[src/rtl/pio_rx_fifo.sv]
// pio_rx_fifo: receive FIFO from a state machine's ISR to the bus RXF read port, with
// level/full/empty status and sticky RXSTALL/RXUNDER flags.
// Define PIO_RX_FIFO_JOIN_EN for FJOIN_RX support. The port is named rx_join because 'join' is a reserved word.
module pio_rx_fifo #(
    parameter int unsigned DEPTH = 4,
    parameter int unsigned WIDTH = 32,
    parameter int unsigned LW    = 4
) (
    input  logic             clk,
    input  logic             reset,
    input  logic             flush,
    input  logic             push,
    input  logic [WIDTH-1:0] din,
    input  logic             pop,
    output logic [WIDTH-1:0] dout,
    output logic             full,
    output logic             empty,
    output logic [LW-1:0]    level,
    output logic             push_stall,
    output logic             rxstall,
    output logic             rxunder,
    input  logic             clr_rxstall,
`ifdef PIO_RX_FIFO_JOIN_EN
    input  logic             clr_rxunder,
    input  logic             rx_join
`else
    input  logic             clr_rxunder
`endif
);

`ifdef PIO_RX_FIFO_JOIN_EN
    localparam int unsigned MEM_DEPTH = 2 * DEPTH;
`else
    localparam int unsigned MEM_DEPTH = DEPTH;
`endif
    localparam int unsigned PW = LW - 1;
    localparam int unsigned AW = $clog2(MEM_DEPTH);

    logic [WIDTH-1:0] mem [MEM_DEPTH];
    logic [PW-1:0]    wptr, rptr, wptr_n, rptr_n, last_idx;
    logic [LW-1:0]    level_n, cap;
    logic             rxstall_n, rxunder_n;
    logic             clear, push_acc, pop_acc;

    // Capacity and the "discard everything" condition depend on the join mode.
`ifdef PIO_RX_FIFO_JOIN_EN
    logic join_q;
    assign cap   = join_q ? LW'(2 * DEPTH) : LW'(DEPTH);
    assign clear = flush || (rx_join != join_q);
`else
    assign cap   = LW'(DEPTH);
    assign clear = flush;
`endif

    assign last_idx   = PW'(cap - LW'(1));
    assign full       = (level == cap);
    assign empty      = (level == '0);
    assign push_stall = push && full && !pop;
    assign pop_acc    = pop && !empty && !clear;
    assign push_acc   = push && (!full || pop) && !clear;
    assign dout       = empty ? '0 : mem[rptr[AW-1:0]];

    // Next-state for pointers, level and sticky flags; a flag's set beats its clear.
    always_comb begin
        wptr_n    = wptr;
        rptr_n    = rptr;
        level_n   = level;
        rxstall_n = push_stall || (rxstall && !clr_rxstall);
        rxunder_n = (pop && empty) || (rxunder && !clr_rxunder);
        if (clear) begin
            wptr_n  = '0;
            rptr_n  = '0;
            level_n = '0;
        end else begin
            if (push_acc) begin
                wptr_n = (wptr == last_idx) ? '0 : wptr + PW'(1);
            end
            if (pop_acc) begin
                rptr_n = (rptr == last_idx) ? '0 : rptr + PW'(1);
            end
            level_n = level + LW'(push_acc) - LW'(pop_acc);
        end
    end

    always_ff @(posedge clk) begin
        if (reset) begin
            wptr    <= '0;
            rptr    <= '0;
            level   <= '0;
            rxstall <= 1'b0;
            rxunder <= 1'b0;
`ifdef PIO_RX_FIFO_JOIN_EN
            join_q  <= 1'b0;
`endif
        end else begin
            wptr    <= wptr_n;
            rptr    <= rptr_n;
            level   <= level_n;
            rxstall <= rxstall_n;
            rxunder <= rxunder_n;
`ifdef PIO_RX_FIFO_JOIN_EN
            join_q  <= rx_join;
`endif
        end
    end

    // Data array carries no reset; dout masks stale entries via empty.
    always_ff @(posedge clk) begin
        if (!reset && push_acc) begin
            mem[wptr[AW-1:0]] <= din;
        end
    end

endmodule

[config.mk]
export PLATFORM = sky130hd
export DESIGN_NAME = pio_rx_fifo
export DESIGN_NICKNAME = d
export VERILOG_FILES = /design/src/rtl/pio_rx_fifo.sv
export SDC_FILE = /design/constraint.sdc
export NUM_CORES = 1
export LEC_CHECK = 0
export CAP_MARGIN = 5
export CORE_MARGIN = 1
export CORE_UTILIZATION = 55
export CTS_CLUSTER_DIAMETER = 120
export DETAILED_ROUTE_END_ITERATION = 16
export GPL_TIMING_DRIVEN = 0
export PLACE_DENSITY = 0.8
export SLEW_MARGIN = 20
export SYNTH_ARGS = -nofsm -noshare
export SYNTH_HDL_FRONTEND = slang
export SYNTH_SLANG_ARGS = --single-unit
[constraint.sdc]
create_clock -name clk -period 6.1 [get_ports clk]
set_input_delay 1.22 -clock clk [delete_from_list [all_inputs] [get_ports clk]]
set_output_delay 1.22 -clock clk [all_outputs]
set_load 0.01 [all_outputs]
### Word level (Yosys, flattened, before mapping)

Memory sizes are Yosys's and may differ from the RTL's. A register that Yosys moved wholly into a read port is not among the register bits.
Index checks and enable logic that the tools add are counted.

* register bits: 12
* RAM bits: 128
* input bits: 39
* output and inout port bits: 41
* word-level logic and storage cells: 42
* memories kept: 1

Memories
* mem: depth 4, bits a word 32, rd ports 1, clocked after Yosys merged registers in 1, write ports 1, RTL line 39 `logic [WIDTH-1:0] mem [MEM_DEPTH];`

* $add $sub $neg: 4
* equal/unequal tests: 3
* muxes and demuxes: 7
* reductions and logical operators: 22

Operators with widths (number)
* $mux W32: 1
* $logic_and A1 B1 Y1: 10
* $logic_not A1 Y1: 7
* $add A3 B1 Y3 const B: 2
* $eq A3 B2 Y1 const B: 2
* $mux W3: 2
* $add A4 B1 Y4: 1
* $eq A4 B3 Y1 const B: 1
* $logic_not A4 Y1: 1
* $mux W2: 2
* $sub A4 B1 Y4: 1
* $logic_or A1 B1 Y1: 3
* $mux W1: 2
* $reduce_or A2 Y1: 1

### Longest topological paths before layout

* depth after elaboration: 8
* mapped depth: 13
* mapped depth without buffers: 12

### Worst setup path after synthesis

OpenSTA, ideal clock, no wires.

* kind: input port to flip-flop
* start point: input pop
* end point: memory mem[0][0] (enable)
* setup time: 0.468 ns
* arrival: 4.093 ns
* data required time: 5.632 ns
* slack: 1.539 ns
* stages on the path: 4
* path buffers: 1
* cell sequence: inv_1 -> a211o_1 -> buf_2 -> nor3b_1

* word-level cells in the longest chain between the ends: 6

Ends and longest elaborated chain
* start: declaration: RTL line 14 `input logic pop,`
* $logic_or A1 B1 Y1: RTL line 60 `assign push_acc = push && (!full || pop) && !clear;`
* $logic_and A1 B1 Y1 (2 in a row): RTL line 60
* $logic_and A1 B1 Y1: RTL line 109 `if (!reset && push_acc) begin`
* $mux W1: RTL line 109
* $mux W1 (implied by the code): RTL line 110 `mem[wptr[AW-1:0]] <= din;`
* end: declaration: RTL line 39

Every way passes these cells.

### Worst setup path in the final report

* start point: register level[2]
* end point: output dout[16]

* word-level cells in the longest chain between the ends: 2

Ends and longest elaborated chain
* start: declaration: RTL line 18 `output logic [LW-1:0] level,`
* start signal: assignment: RTL line 98 `level <= level_n;`
* $logic_not A4 Y1: RTL line 57 `assign empty = (level == '0);`
* $mux W32: RTL line 61 `assign dout = empty ? '0 : mem[rptr[AW-1:0]];`
* end: declaration: RTL line 15 `output logic [WIDTH-1:0] dout,`

Every way passes these cells.

==> results.md <==
* Worst-margin pin slew at 0.666 ns
* Layout cells sized above 1 at 23.2%
* Final setup vio count at 0
* Rows at 36
* GRT busiest layer: met2
* Fillers at 618
* Slowest-stage cell, CP: clkdlybuf4s50_1
* Post-synth EDFFs at 128
* Area leader, netlist: edfxtp_1
* Final nets at 448
* RSZ-0062 raised after global routing: no
* CP required at 4.88 ns
* Final period utilization at 65.5%
* Max-slew violation count at 0
* CP Cell Sequence: inv_1 > ha_1 > nor3b_1 > buf_2 > clkbuf_1 > nor2b_1 > clkdlybuf4s50_1
* Crit path DAT at 2.78 ns
* CTS tree: done
* Vias/cell at 5.50
* Cell family with most CP delay: buffers and inverters
* Layout Skew at 0.00837 ns
* Yosys synthesis warning count at 0
* Worst Path Max Fanout at 10
* GRT overflow at 0
* Worst slew margin at 55.4%
* Ys flop type: edfxtp_1
* Area Overhead vs Synth at 30.4%
* Clk_lat worst skew at 0.52 ns
* Status: finished, final reports clean
* Synth cell types at 30
* Commonest cells post-synth: edfxtp_1 (128), nor2b_1 (34), mux4_2 (32)
* Total CTS buffers at 17
* Most common cell in the netlist: edfxtp_1
* Post_cts resized at 0
* Register bit count reported by yosys at 142
* Iter 0 DRT Violations at 157
* Largest net degree at the start of global routing at 17
* Post-DRT Antenna Nets at 0
* DP Cell Count at 511
* Diode count at 0
* RePlAce Congestion at 0.713
* Max Cap Viol at 0
* Area of the multi-input gates at 0.00136 sq mm
* Startpoint types: register
* Die area at 0.0106 sq mm
* Vias in the first global route at 3077
* Crit. End Element: output pin
* Leak at 0.00241 uW
* Critical path type: register to output pin
* Global-route wire length before repair at 16400 um
* Drt drc at 0
* Initial antenna violation count at 0
* Clock buffer depth at 2
* Final Hold Viols at 0
* Hold/Removal Path Class: register to register
* Synthesized cell area at 0.00560 sq mm
* CTS root buffer: clkbuf_8
* VDD IR max at 0.243 mV
* Drt pass-1 iters at 4
* Initial Utilization at 57.0%
* Met1 usage at 27.9%
* Post-DP HPWL at 7220 um
* Via count at 2985
* CP max stage delay at 0.50 ns
* Synthesized instance count at 284
* Total GRT Usage at 22.5%
* Top Ports at 80
* Maximum clock rate at 250 MHz
* Post-CTS setup buffer count at 0
* Fin cells at 543
* Worst-path clk slew at 0.06 ns
* CORE AREA at 0.00982 sq mm
* GRT met3 Usage at 5.63%
* Met2 GRT Util at 37.0%
* Die width at 103 um
* TritonCTS Sinks at 142
* Synth area leaders: edfxtp_1 (69%), mux4_2 (13%), dfxtp_1 (5.0%), nor2b_1 (3.8%), ha_1 (2.5%)
* PortBufs at 78
* Top cell type's share of synthesized area at 68.6%
* Final Critical Period at 4.00 ns
* Syn_nets at 335
* WL per Instance at 20.1 um
* Hold_buf cts at 0
* Pwr Density at 311 mW/mm^2
* H-tree lvl count at 4
* Register area share after synthesis at 73.6%
* Register area at 0.00412 sq mm
* Total power after layout at 2270 uW
* Routed WL at 10900 um
* FFs w/ async S/R, synth at 0%
* Mean post-synth cell area at 19.7 sq um
* Critical path buffers and inverters at 4
* Die Y at 103 um
## metal layers
metal | vias to the layer above | part of all wire, %
li1 | 1345 | -
met1 | 1478 | 39
met2 | 132 | 52
met3 | 30 | 5.9
met4 | 0 | 2.8
met5 | - | 0
## cell usage in the layout, fill, tap and decap left out, types with 2 or more instances in the layout
cell and n:
nor2b_1 34, buf_6 8, inv_6 5, a21oi_1 2
buf_4 12, inv_1 12, nand2b_1 2, clkbuf_16 16
mux4_2 32, dfxtp_1 14, o211ai_1 3, mux2i_1 3
buf_2 7, ha_1 11, clkdlybuf4s50_1 78, clkinvlp_4 3
nor3b_1 2, nand2_1 5, clkinv_4 3, edfxtp_1 128
nor3_1 2, clkbuf_1 4, nor3b_2 3, nor2_1 3
bufinv_16 3
## through the flow
stage                     util, %  TNS (ns)  cell area, sq um  worst slack (ns)  hold WS, ns
after global placement       66.7    -97.61              6550            -0.870        0.430
after global routing         74.4         0              7300              1.96        0.468
final                        74.4         0              7300              2.10        0.450
after floorplan                 -         0              5600              1.54        0.423
after detailed placement     68.3         0              6700              2.32        0.444
after CTS                    74.4         0              7300              2.08        0.452
## kinds of logic (layout without fill, tap and decap cells)
logic type | count (synthesis) | in the layout | synth area share (%)
XOR/XNOR | 1 | 1 | 0.156
AO/OA/AOI/OAI | 12 | 12 | 1.63
AND/OR/NAND/NOR | 56 | 56 | 5.92
adder cells (fa/ha/maj) | 12 | 12 | 2.81
buffers and inverters | 26 | 152 | 2.44
flip-flops | 142 | 142 | 73.6
multiplexers | 35 | 35 | 13.4
## final timing paths
check	from	cells past startpoint	to	slack, ns
setup / recovery	level[2]	7	dout[16]	2.10
hold / removal	wptr[2]	1	wptr[2]	0.45
setup reg to reg	level[2]	13	level[2]	3.38
hold reg to reg	wptr[2]	1	wptr[2]	0.45
## flip-flops by register name, summed over array words and instances (netlist names), named ones only
signal and flops:
rptr 3, wptr 3, rxunder 1, level 4
mem 128, rxstall 1
## final cells by class
| class | count | share of cell area, % |
|---|---|---|
| sequential | 142 | 56.5 |
| multi-input combinational | 116 | 18.6 |
| timing repair buffer | 94 | 12.5 |
| clock buffer | 18 | 5.72 |
| clock inverter | 14 | 2.50 |
| tap | 133 | 2.28 |
| buffer | 14 | 1.25 |
| inverter | 12 | 0.617 |
## where the power goes
| group | internal, uW | switching (uW) |
|---|---|---|
| clock | 631 | 408 |
| sequential | 1070 | 3.89 |
| combinational | 85.6 | 71.5 |
| total | 1790 | 484 |
Note: power is estimated with default switching activity, not from simulation.
